==> src/rtl/result_bus_arbiter_pkg.sv <==
// -----------------------------------------------------------------------------
// result_bus_arbiter_pkg
// Shared types for the execution-unit result path and the common data bus.
//   cond_exception_t : OV/CA flags plus their valid bits and CR0_valid, as
//                      raised by an execution unit alongside its result.
//   cr0_t            : CR0 field {LT, GT, EQ, SO}, LT in the MSB.
//   cdb_packet_t     : one CDB broadcast entry, using the default tag width.
//   calc_cr0()       : CR0 derivation from a 32-bit result and the SO sources.
// -----------------------------------------------------------------------------
package result_bus_arbiter_pkg;

    localparam int RS_ID_WIDTH_DEF = 5;
    localparam int REG_ADDR_WIDTH  = 5;
    localparam int DATA_WIDTH      = 32;

    typedef struct packed {
        logic ov;
        logic ov_valid;
        logic ca;
        logic ca_valid;
        logic cr0_valid;
    } cond_exception_t;

    typedef struct packed {
        logic lt;
        logic gt;
        logic eq;
        logic so;
    } cr0_t;

    typedef struct packed {
        logic [RS_ID_WIDTH_DEF-1:0] rs_id;
        logic [REG_ADDR_WIDTH-1:0]  reg_addr;
        logic [DATA_WIDTH-1:0]      result;
        cond_exception_t            cr0_xer;
        cr0_t                       cr0;
    } cdb_packet_t;

    // LT is the sign bit. PowerPC numbers bits MSB-first, so architectural
    // result bit 0 is result[31] in this little-endian vector.
    // SO is sticky from XER and additionally set by an overflow that the
    // unit marked as valid, so a divide-by-zero shows up immediately.
    function automatic cr0_t calc_cr0(input logic [DATA_WIDTH-1:0] result,
                                      input logic                  xer_so,
                                      input cond_exception_t       cx);
        cr0_t c;
        c.lt = result[DATA_WIDTH-1];
        c.gt = ~result[DATA_WIDTH-1] & (|result);
        c.eq = ~(|result);
        c.so = xer_so | (cx.ov_valid & cx.ov);
        return c;
    endfunction

endpackage

==> src/rtl/result_bus_arbiter_if.sv <==
// -----------------------------------------------------------------------------
// result_bus_arbiter_if
// Bundles the execution-unit result ports and the CDB output of the arbiter.
//   unit_valid/unit_ready : per-unit handshake. A unit transfers a result in
//                           any cycle where unit_valid[i] & unit_ready[i].
//                           unit_ready[i] is only ever high with unit_valid[i];
//                           a unit must hold its fields stable while valid.
//   unit_rs_id/reg_addr/result/cr0_xer : per-unit payload.
//   xer_so_in             : architectural XER[SO].
//   cdb_valid/cdb_ready   : CDB handshake; an entry is consumed in a cycle
//                           where both are high, cdb_* stable otherwise.
//   cdb_*                 : registered broadcast of the granted result.
// Modports:
//   master : the environment (execution units and writeback).
//   slave  : the arbiter.
// -----------------------------------------------------------------------------
interface result_bus_arbiter_if
    import result_bus_arbiter_pkg::*;
#(
    parameter int NUM_UNITS   = 4,
    parameter int RS_ID_WIDTH = 5
);

    logic [NUM_UNITS-1:0]                     unit_valid;
    logic [NUM_UNITS-1:0]                     unit_ready;
    logic [NUM_UNITS-1:0][RS_ID_WIDTH-1:0]    unit_rs_id;
    logic [NUM_UNITS-1:0][REG_ADDR_WIDTH-1:0] unit_reg_addr;
    logic [NUM_UNITS-1:0][DATA_WIDTH-1:0]     unit_result;
    cond_exception_t [NUM_UNITS-1:0]          unit_cr0_xer;
    logic                                     xer_so_in;

    logic                                     cdb_valid;
    logic                                     cdb_ready;
    logic [RS_ID_WIDTH-1:0]                   cdb_rs_id;
    logic [REG_ADDR_WIDTH-1:0]                cdb_reg_addr;
    logic [DATA_WIDTH-1:0]                    cdb_result;
    cond_exception_t                          cdb_cr0_xer;
    cr0_t                                     cdb_cr0;

    modport master (
        output unit_valid, unit_rs_id, unit_reg_addr, unit_result, unit_cr0_xer,
        output xer_so_in, cdb_ready,
        input  unit_ready,
        input  cdb_valid, cdb_rs_id, cdb_reg_addr, cdb_result, cdb_cr0_xer, cdb_cr0
    );

    modport slave (
        input  unit_valid, unit_rs_id, unit_reg_addr, unit_result, unit_cr0_xer,
        input  xer_so_in, cdb_ready,
        output unit_ready,
        output cdb_valid, cdb_rs_id, cdb_reg_addr, cdb_result, cdb_cr0_xer, cdb_cr0
    );

endinterface

==> src/rtl/result_bus_arbiter_rr.sv <==
// -----------------------------------------------------------------------------
// rr_arbiter
// Generic round-robin arbiter with an internal priority pointer.
//   clk, rst   : clock, synchronous active-high reset (pointer -> 0)
//   req_i      : [N] request vector
//   advance_i  : the current grant is taken; pointer moves past the winner
//   grant_o    : [N] one-hot grant (all zero when no request)
//   ptr_o      : current pointer, for observation
// The search starts at the pointer and wraps N-1 -> 0, so every requester is
// served within N-1 grants to others. The pointer wraps explicitly, so N need
// not be a power of two.
// -----------------------------------------------------------------------------
module rr_arbiter #(
    parameter int N     = 4,
    parameter int PTR_W = (N > 1) ? $clog2(N) : 1
) (
    input  logic             clk,
    input  logic             rst,
    input  logic [N-1:0]     req_i,
    input  logic             advance_i,
    output logic [N-1:0]     grant_o,
    output logic [PTR_W-1:0] ptr_o
);

    logic [PTR_W-1:0] ptr_q;
    logic [PTR_W-1:0] ptr_d;
    logic [PTR_W-1:0] win_idx;
    logic             found;

    // Two passes: first the units at or above the pointer, then the ones
    // below it. Equivalent to a wrapped search without modulo arithmetic.
    always_comb begin
        grant_o = '0;
        found   = 1'b0;
        win_idx = '0;
        for (int i = 0; i < N; i++) begin
            if (!found && req_i[i] && (i >= int'(ptr_q))) begin
                found      = 1'b1;
                grant_o[i] = 1'b1;
                win_idx    = PTR_W'(i);
            end
        end
        for (int i = 0; i < N; i++) begin
            if (!found && req_i[i] && (i < int'(ptr_q))) begin
                found      = 1'b1;
                grant_o[i] = 1'b1;
                win_idx    = PTR_W'(i);
            end
        end
    end

    always_comb begin
        ptr_d = ptr_q;
        if (advance_i && found) begin
            if (win_idx == PTR_W'(N - 1)) begin
                ptr_d = '0;
            end else begin
                ptr_d = win_idx + 1'b1;
            end
        end
    end

    always_ff @(posedge clk) begin
        if (rst) begin
            ptr_q <= '0;
        end else begin
            ptr_q <= ptr_d;
        end
    end

    assign ptr_o = ptr_q;

endmodule

==> src/rtl/result_bus_arbiter.sv <==
// -----------------------------------------------------------------------------
// result_bus_arbiter
// Collects results from NUM_UNITS execution units, picks one per cycle by
// round-robin and broadcasts it on a one-entry registered common data bus,
// together with the CR0 field derived from the granted result.
//   clk, rst      : clock, synchronous active-high reset
//   bus           : result_bus_arbiter_if.slave (unit ports, XER[SO], CDB)
//   dbg_rr_ptr_o  : round-robin pointer, for observation
// The CDB register accepts a new entry when it is empty or being consumed
// in the same cycle, which gives back-to-back transfers at full rate.
// -----------------------------------------------------------------------------
module result_bus_arbiter
    import result_bus_arbiter_pkg::*;
#(
    parameter int NUM_UNITS   = 4,
    parameter int RS_ID_WIDTH = 5,
    parameter int PTR_W       = (NUM_UNITS > 1) ? $clog2(NUM_UNITS) : 1
) (
    input  logic                 clk,
    input  logic                 rst,
    result_bus_arbiter_if.slave  bus,
    output logic [PTR_W-1:0]     dbg_rr_ptr_o
);

    logic                      accept;
    logic                      load;
    logic [NUM_UNITS-1:0]      grant;

    logic [RS_ID_WIDTH-1:0]    sel_rs_id;
    logic [REG_ADDR_WIDTH-1:0] sel_reg_addr;
    logic [DATA_WIDTH-1:0]     sel_result;
    logic [4:0]                sel_cx_bits;
    cond_exception_t           sel_cx;
    cr0_t                      sel_cr0;

    logic                      cdb_valid_q,    cdb_valid_d;
    logic [RS_ID_WIDTH-1:0]    cdb_rs_id_q,    cdb_rs_id_d;
    logic [REG_ADDR_WIDTH-1:0] cdb_reg_addr_q, cdb_reg_addr_d;
    logic [DATA_WIDTH-1:0]     cdb_result_q,   cdb_result_d;
    cond_exception_t           cdb_cr0_xer_q,  cdb_cr0_xer_d;
    cr0_t                      cdb_cr0_q,      cdb_cr0_d;

    assign accept = ~cdb_valid_q | bus.cdb_ready;
    assign load   = accept & (|bus.unit_valid) & ~rst;

    // The pointer only moves when a grant is actually taken; during reset
    // the arbiter reloads its pointer anyway.
    rr_arbiter #(
        .N     (NUM_UNITS),
        .PTR_W (PTR_W)
    ) u_rr (
        .clk       (clk),
        .rst       (rst),
        .req_i     (bus.unit_valid),
        .advance_i (accept & ~rst),
        .grant_o   (grant),
        .ptr_o     (dbg_rr_ptr_o)
    );

    assign bus.unit_ready = (accept && !rst) ? grant : '0;

    // Grant is one-hot, so an AND-OR mux selects the winner's fields.
    always_comb begin
        sel_rs_id    = '0;
        sel_reg_addr = '0;
        sel_result   = '0;
        sel_cx_bits  = '0;
        for (int i = 0; i < NUM_UNITS; i++) begin
            if (grant[i]) begin
                sel_rs_id    = sel_rs_id    | bus.unit_rs_id[i];
                sel_reg_addr = sel_reg_addr | bus.unit_reg_addr[i];
                sel_result   = sel_result   | bus.unit_result[i];
                sel_cx_bits  = sel_cx_bits  | bus.unit_cr0_xer[i];
            end
        end
        sel_cx  = cond_exception_t'(sel_cx_bits);
        sel_cr0 = calc_cr0(sel_result, bus.xer_so_in, sel_cx);
    end

    // Valid follows the request whenever the register may take a new entry;
    // data registers only change on an actual load.
    always_comb begin
        cdb_valid_d    = cdb_valid_q;
        cdb_rs_id_d    = cdb_rs_id_q;
        cdb_reg_addr_d = cdb_reg_addr_q;
        cdb_result_d   = cdb_result_q;
        cdb_cr0_xer_d  = cdb_cr0_xer_q;
        cdb_cr0_d      = cdb_cr0_q;
        if (accept) begin
            cdb_valid_d = |bus.unit_valid;
        end
        if (load) begin
            cdb_rs_id_d    = sel_rs_id;
            cdb_reg_addr_d = sel_reg_addr;
            cdb_result_d   = sel_result;
            cdb_cr0_xer_d  = sel_cx;
            cdb_cr0_d      = sel_cr0;
        end
    end

    always_ff @(posedge clk) begin
        if (rst) begin
            cdb_valid_q    <= 1'b0;
            cdb_rs_id_q    <= '0;
            cdb_reg_addr_q <= '0;
            cdb_result_q   <= '0;
            cdb_cr0_xer_q  <= '0;
            cdb_cr0_q      <= '0;
        end else begin
            cdb_valid_q    <= cdb_valid_d;
            cdb_rs_id_q    <= cdb_rs_id_d;
            cdb_reg_addr_q <= cdb_reg_addr_d;
            cdb_result_q   <= cdb_result_d;
            cdb_cr0_xer_q  <= cdb_cr0_xer_d;
            cdb_cr0_q      <= cdb_cr0_d;
        end
    end

    assign bus.cdb_valid    = cdb_valid_q;
    assign bus.cdb_rs_id    = cdb_rs_id_q;
    assign bus.cdb_reg_addr = cdb_reg_addr_q;
    assign bus.cdb_result   = cdb_result_q;
    assign bus.cdb_cr0_xer  = cdb_cr0_xer_q;
    assign bus.cdb_cr0      = cdb_cr0_q;

endmodule

==> src/flat_wrapper.sv <==
// flat-port wrapper written by rule: the top's interface ports become plain ports
module result_bus_arbiter_flat import result_bus_arbiter_pkg::*;
#(
    parameter int NUM_UNITS   = 4,
    parameter int RS_ID_WIDTH = 5,
    parameter int PTR_W       = (NUM_UNITS > 1) ? $clog2(NUM_UNITS) : 1
)
  (clk, rst, dbg_rr_ptr_o, bus_unit_valid, bus_unit_rs_id, bus_unit_reg_addr, bus_unit_result, bus_unit_cr0_xer, bus_xer_so_in, bus_cdb_ready, bus_unit_ready, bus_cdb_valid, bus_cdb_rs_id, bus_cdb_reg_addr, bus_cdb_result, bus_cdb_cr0_xer, bus_cdb_cr0);
  result_bus_arbiter_if #(.NUM_UNITS(NUM_UNITS), .RS_ID_WIDTH(RS_ID_WIDTH)) bus_i ();
  input  logic clk;
  input  logic rst;
  output logic [PTR_W-1:0] dbg_rr_ptr_o;
  input wire logic [$bits(bus_i.unit_valid)-1:0] bus_unit_valid;
  input wire logic [$bits(bus_i.unit_rs_id)-1:0] bus_unit_rs_id;
  input wire logic [$bits(bus_i.unit_reg_addr)-1:0] bus_unit_reg_addr;
  input wire logic [$bits(bus_i.unit_result)-1:0] bus_unit_result;
  input wire logic [$bits(bus_i.unit_cr0_xer)-1:0] bus_unit_cr0_xer;
  input wire logic [$bits(bus_i.xer_so_in)-1:0] bus_xer_so_in;
  input wire logic [$bits(bus_i.cdb_ready)-1:0] bus_cdb_ready;
  output wire logic [$bits(bus_i.unit_ready)-1:0] bus_unit_ready;
  output wire logic [$bits(bus_i.cdb_valid)-1:0] bus_cdb_valid;
  output wire logic [$bits(bus_i.cdb_rs_id)-1:0] bus_cdb_rs_id;
  output wire logic [$bits(bus_i.cdb_reg_addr)-1:0] bus_cdb_reg_addr;
  output wire logic [$bits(bus_i.cdb_result)-1:0] bus_cdb_result;
  output wire logic [$bits(bus_i.cdb_cr0_xer)-1:0] bus_cdb_cr0_xer;
  output wire logic [$bits(bus_i.cdb_cr0)-1:0] bus_cdb_cr0;
  assign bus_i.unit_valid = bus_unit_valid;
  assign bus_i.unit_rs_id = bus_unit_rs_id;
  assign bus_i.unit_reg_addr = bus_unit_reg_addr;
  assign bus_i.unit_result = bus_unit_result;
  assign bus_i.unit_cr0_xer = bus_unit_cr0_xer;
  assign bus_i.xer_so_in = bus_xer_so_in;
  assign bus_i.cdb_ready = bus_cdb_ready;
  assign bus_unit_ready = bus_i.unit_ready;
  assign bus_cdb_valid = bus_i.cdb_valid;
  assign bus_cdb_rs_id = bus_i.cdb_rs_id;
  assign bus_cdb_reg_addr = bus_i.cdb_reg_addr;
  assign bus_cdb_result = bus_i.cdb_result;
  assign bus_cdb_cr0_xer = bus_i.cdb_cr0_xer;
  assign bus_cdb_cr0 = bus_i.cdb_cr0;
  result_bus_arbiter #(.NUM_UNITS(NUM_UNITS), .RS_ID_WIDTH(RS_ID_WIDTH), .PTR_W(PTR_W)) u_core (.clk(clk), .rst(rst), .bus(bus_i), .dbg_rr_ptr_o(dbg_rr_ptr_o));
endmodule
==> config.mk <==
export PLATFORM = sky130hd
export DESIGN_NAME = result_bus_arbiter_flat
export DESIGN_NICKNAME = d
export VERILOG_FILES = /design/src/rtl/result_bus_arbiter_pkg.sv /design/src/rtl/result_bus_arbiter_if.sv /design/src/rtl/result_bus_arbiter_rr.sv /design/src/rtl/result_bus_arbiter.sv /design/src/flat_wrapper.sv
export SDC_FILE = /design/constraint.sdc
export NUM_CORES = 1
export LEC_CHECK = 0
export ABC_AREA = 1
export CORE_MARGIN = 2
export CORE_UTILIZATION = 30
export CTS_CLUSTER_SIZE = 8
export DETAILED_ROUTE_END_ITERATION = 8
export PLACE_DENSITY = 0.78
export SLEW_MARGIN = 10
export SYNTH_ARGS = -nofsm -noshare
export SYNTH_HDL_FRONTEND = slang
export SYNTH_SLANG_ARGS = --single-unit
==> constraint.sdc <==
create_clock -name clk -period 2 [get_ports clk]
set_input_delay 0.4 -clock clk [delete_from_list [all_inputs] [get_ports clk]]
set_output_delay 0.4 -clock clk [all_outputs]
set_load 0.05 [all_outputs]
==> impl_results.md <==
* Clk root buf: clkbuf_16
* Share of total power in the clock network at 18.6%
* Reg2reg path depth at 16
* Status: finished with violations
* WL per Instance at 15.6 um
* Row cnt at 39
* Cts hold-fix bufs at 0
* Critical R2R Launch: u_core.u_rr.ptr_o[0]
* Clock Sinks at 53
* Switching Share at 39.6%
* Clock insertion delay at the later pin of the skew report at 0.29 ns
* DR vias/cell at 4.78
* Syn Nets at 784
* WP depth at 11
* Max-slew headroom at 62.3%
* Sw power at 0.00188 W
* CP cell instances: nand2_2, nand2_4, nand3_4, nor2_4, nand3_4, nand2_4, buf_8, buf_4, inv_1, nor2_4, buf_12
* Input/output buffers at 253
* Yosys warns at 0
* GRT overflow at 0
* Bufs on Longest Clock Path at 2
* Reg clk slew, reported paths at 0.07 ns
* Critical Path RT at 1.60 ns
* HP Start: u_core.bus.cdb_cr0[2]
* Largest delay contributor family on the critical path: simple AND/OR/NAND/NOR gates
* Final Core Density at 67.0%
* NumNets Final at 1095
* Max Clk Rate at 464 MHz
* IO Count at 254
* Die Span Y at 112 um
* Global-route wire length before repair at 24.0 mm
* Prevailing post-synth register cell: dfxtp_1
* Worst Setup Slack, final at -0.156 ns
* Combinational share of power at 54.7%
* Reg2reg end: u_core.bus.cdb_cr0[2]
* Width of the chip at 112 um
* Die area at 0.0125 mm^2
* Post-route ant nets at 0
* Largest net degree at the start of global routing at 25
* Max VDD drop at 0.485 mV
* Critical path class: flip-flop to primary output
* Core Box Area at 0.0114 mm^2
* Diode count at 0
* Vias at 4981
* TritonCTS clock tree: built
* Number of global-route vias before repair at 4836
* Setup TNS at -1.08 ns
* Critical Path AT at 1.76 ns
* Final period utilization at 108%
* Top-count cell post-synth: nand2_1
* Post-Route WL at 16.3 mm
* Initial core utilization at 30.7%
* Clock Skew at 0.00557 ns
* Synth cell count leaders: nand2_1, nor2_1, inv_1, dfxtp_1, nand3_1
* # setup viols final at 20
* Initial drt markers at 289
* Mapped Area at 0.00349 mm^2
* Sequential share of power at 26.7%
* Post-synthesis sequential area ratio at 30.4%
* Hold crit path type: flip-flop to flip-flop
* Final Critical Period at 2.16 ns
* Antenna violations before repair at 0
* CP Max Fanout at 4
* Area contributors post-synth: dfxtp_1, nand2_1, nor2_1
* Total power at 0.00475 W
* Proportion of layout cells with a drive suffix above 1 at 19.8%
* Reg2Reg Setup Slack at -0.13 ns
* Mean Syn Cell Area at 5.93 um^2
* Buf+Inv Stages, Crit Path at 4
* Final-report hold violation count at 0
* Hold Path End: u_core.bus.cdb_cr0[2]
* Leak at 3.42 nW
* H-Tree Depth at 2
* Placed cells at 994
* Max Cap Viol at 0
* Non-filler cells, final at 1043
* Total track usage at 23.8%
* Cell count after synthesis at 588
* Seq cells post-synth at 53
* Final Slew Violations at 0
* Yosys cell types at 27
* RSZ-0062 raised after global routing: true
* DPL Wire Length at 11.7 mm
* PwrDens at 624 mW/mm^2
* Synth async-reset ratio at 0%
* Post-synth EDFFs at 0
* Hold path cells at 2
* Slowest stage cell, crit path: dfxtp_4
* Slowest cell delay on critical path at 0.38 ns
* DR pass1 iterations at 4
* Synth top area share at 30.4%
* DRC Markers at 0
* Critical Path Sink Type: primary output
* CP startpoint kind: flip-flop
* Area grow syn2layout at 118%
* Num CTS Buffers at 5
* Cell taking the most area after synthesis: dfxtp_1
* Fillcell total at 966
* Tightest Pin Transition at 0.564 ns
* Failing checks: negative setup slack
* RD Place Congestion at 0.819
* P_int at 0.00287 W
## per-stage QoR
stage	area (um^2)	setup slack (ns)	hold WS [ns]
after floorplan	3550	-0.0878	0.469
after global placement	6520	-0.459	0.453
after detailed placement	6520	-0.543	0.470
after CTS	7060	-0.151	0.477
after global routing	7610	-0.269	0.495
final	7610	-0.156	0.478
## power by group through the flow
| stage | Sequential [W] | Clock (W) | Combinational [W] |
|---|---|---|---|
| global route | 0.00128 | 0.000952 | 0.00277 |
| detailed placement | 0.00128 | 0 | 0.00216 |
| finish | 0.00127 | 0.000884 | 0.00260 |
| global placement | 0.00128 | 0 | 0.00215 |
| floorplan | 0.00170 | 0 | 0.000744 |
| CTS | 0.00126 | 0.000913 | 0.00237 |
## layer usage
metal | vias to the layer above | wire [um] | track usage [%]
met1 | 2261 | 6260 | 26.3
met4 | 0 | 392 | 5.93
met2 | 197 | 8290 | 45.5
met3 | 23 | 1340 | 5.82
li1 | 2500 | - | -
met5 | - | 0 | 0
## area by class of cell
| cell class | count | area (um^2) | area share (%) |
|---|---|---|---|
| Clock buffer | 6 | 129 | 1.69 |
| Clock inverter | 2 | 13.8 | 0.181 |
| Inverter | 66 | 267 | 3.50 |
| Multi-Input combinational cell | 434 | 2340 | 30.7 |
| Sequential cell | 53 | 1070 | 14.0 |
| Tap cell | 143 | 179 | 2.35 |
| Timing Repair Buffer | 337 | 3600 | 47.2 |
| Timing Repair inverter | 2 | 25.0 | 0.329 |
## cells by family after synthesis
group | synth area share (%)
buffers and inverters | 12.8
flip-flops | 30.4
AO/OA/AOI/OAI | 17.2
AND/OR/NAND/NOR | 39.6
## worst max path at each step
stage | startpoint | endpoint | slack (ns)
global route | u_core.u_rr.ptr_o[0] | u_core.bus.cdb_cr0[2] | -0.27
floorplan | u_core.u_rr.ptr_o[0] | bus_unit_ready[3] | -0.09
finish | u_core.u_rr.ptr_o[1] | bus_unit_ready[1] | -0.16
global placement | bus_unit_valid[0] | u_core.bus.cdb_cr0[2] | -0.46
CTS | u_core.u_rr.ptr_o[1] | u_core.bus.cdb_cr0[2] | -0.15
detailed placement | bus_unit_valid[0] | u_core.bus.cdb_cr0[2] | -0.54
## cells in the final DEF (no fill, tap or decap), types with 7 or more instances in the layout
cell	count
a21boi_1	7
a21oi_1	11
a21oi_2	10
a221oi_2	8
a22oi_1	7
a31oi_1	14
buf_12	16
buf_4	52
buf_6	14
clkbuf_16	13
clkdlybuf4s50_1	236
dfxtp_1	51
inv_1	59
nand2_1	199
nand3_1	36
nor2_1	60
nor2_4	9
o21ai_0	12
o21ai_1	22
## sequential cells by signal, summed over array words and instances (netlist names)
| register | flops |
|---|---|
| u_core.bus.cdb_cr0 | 4 |
| u_core.bus.cdb_cr0_xer | 5 |
| u_core.bus.cdb_reg_addr | 5 |
| u_core.bus.cdb_result | 31 |
| u_core.bus.cdb_rs_id | 5 |
| u_core.bus.cdb_valid | 1 |
| u_core.u_rr.ptr_o | 2 |
## worst min-delay path, stage by stage (launching register included)
cell	delay [ns]
dfxtp_1	0.31
nand2_1	0.08
a21oi_2	0.05
## what timing repair did
item | in CTS | in global routing
gates resized for setup | 64 | 73
pin swaps | 36 | 26
setup buffers | 18 | 13
setup endpoints to repair | 17 | 56
cloned | 2 | 11
Power figures use the tool's default switching activity.
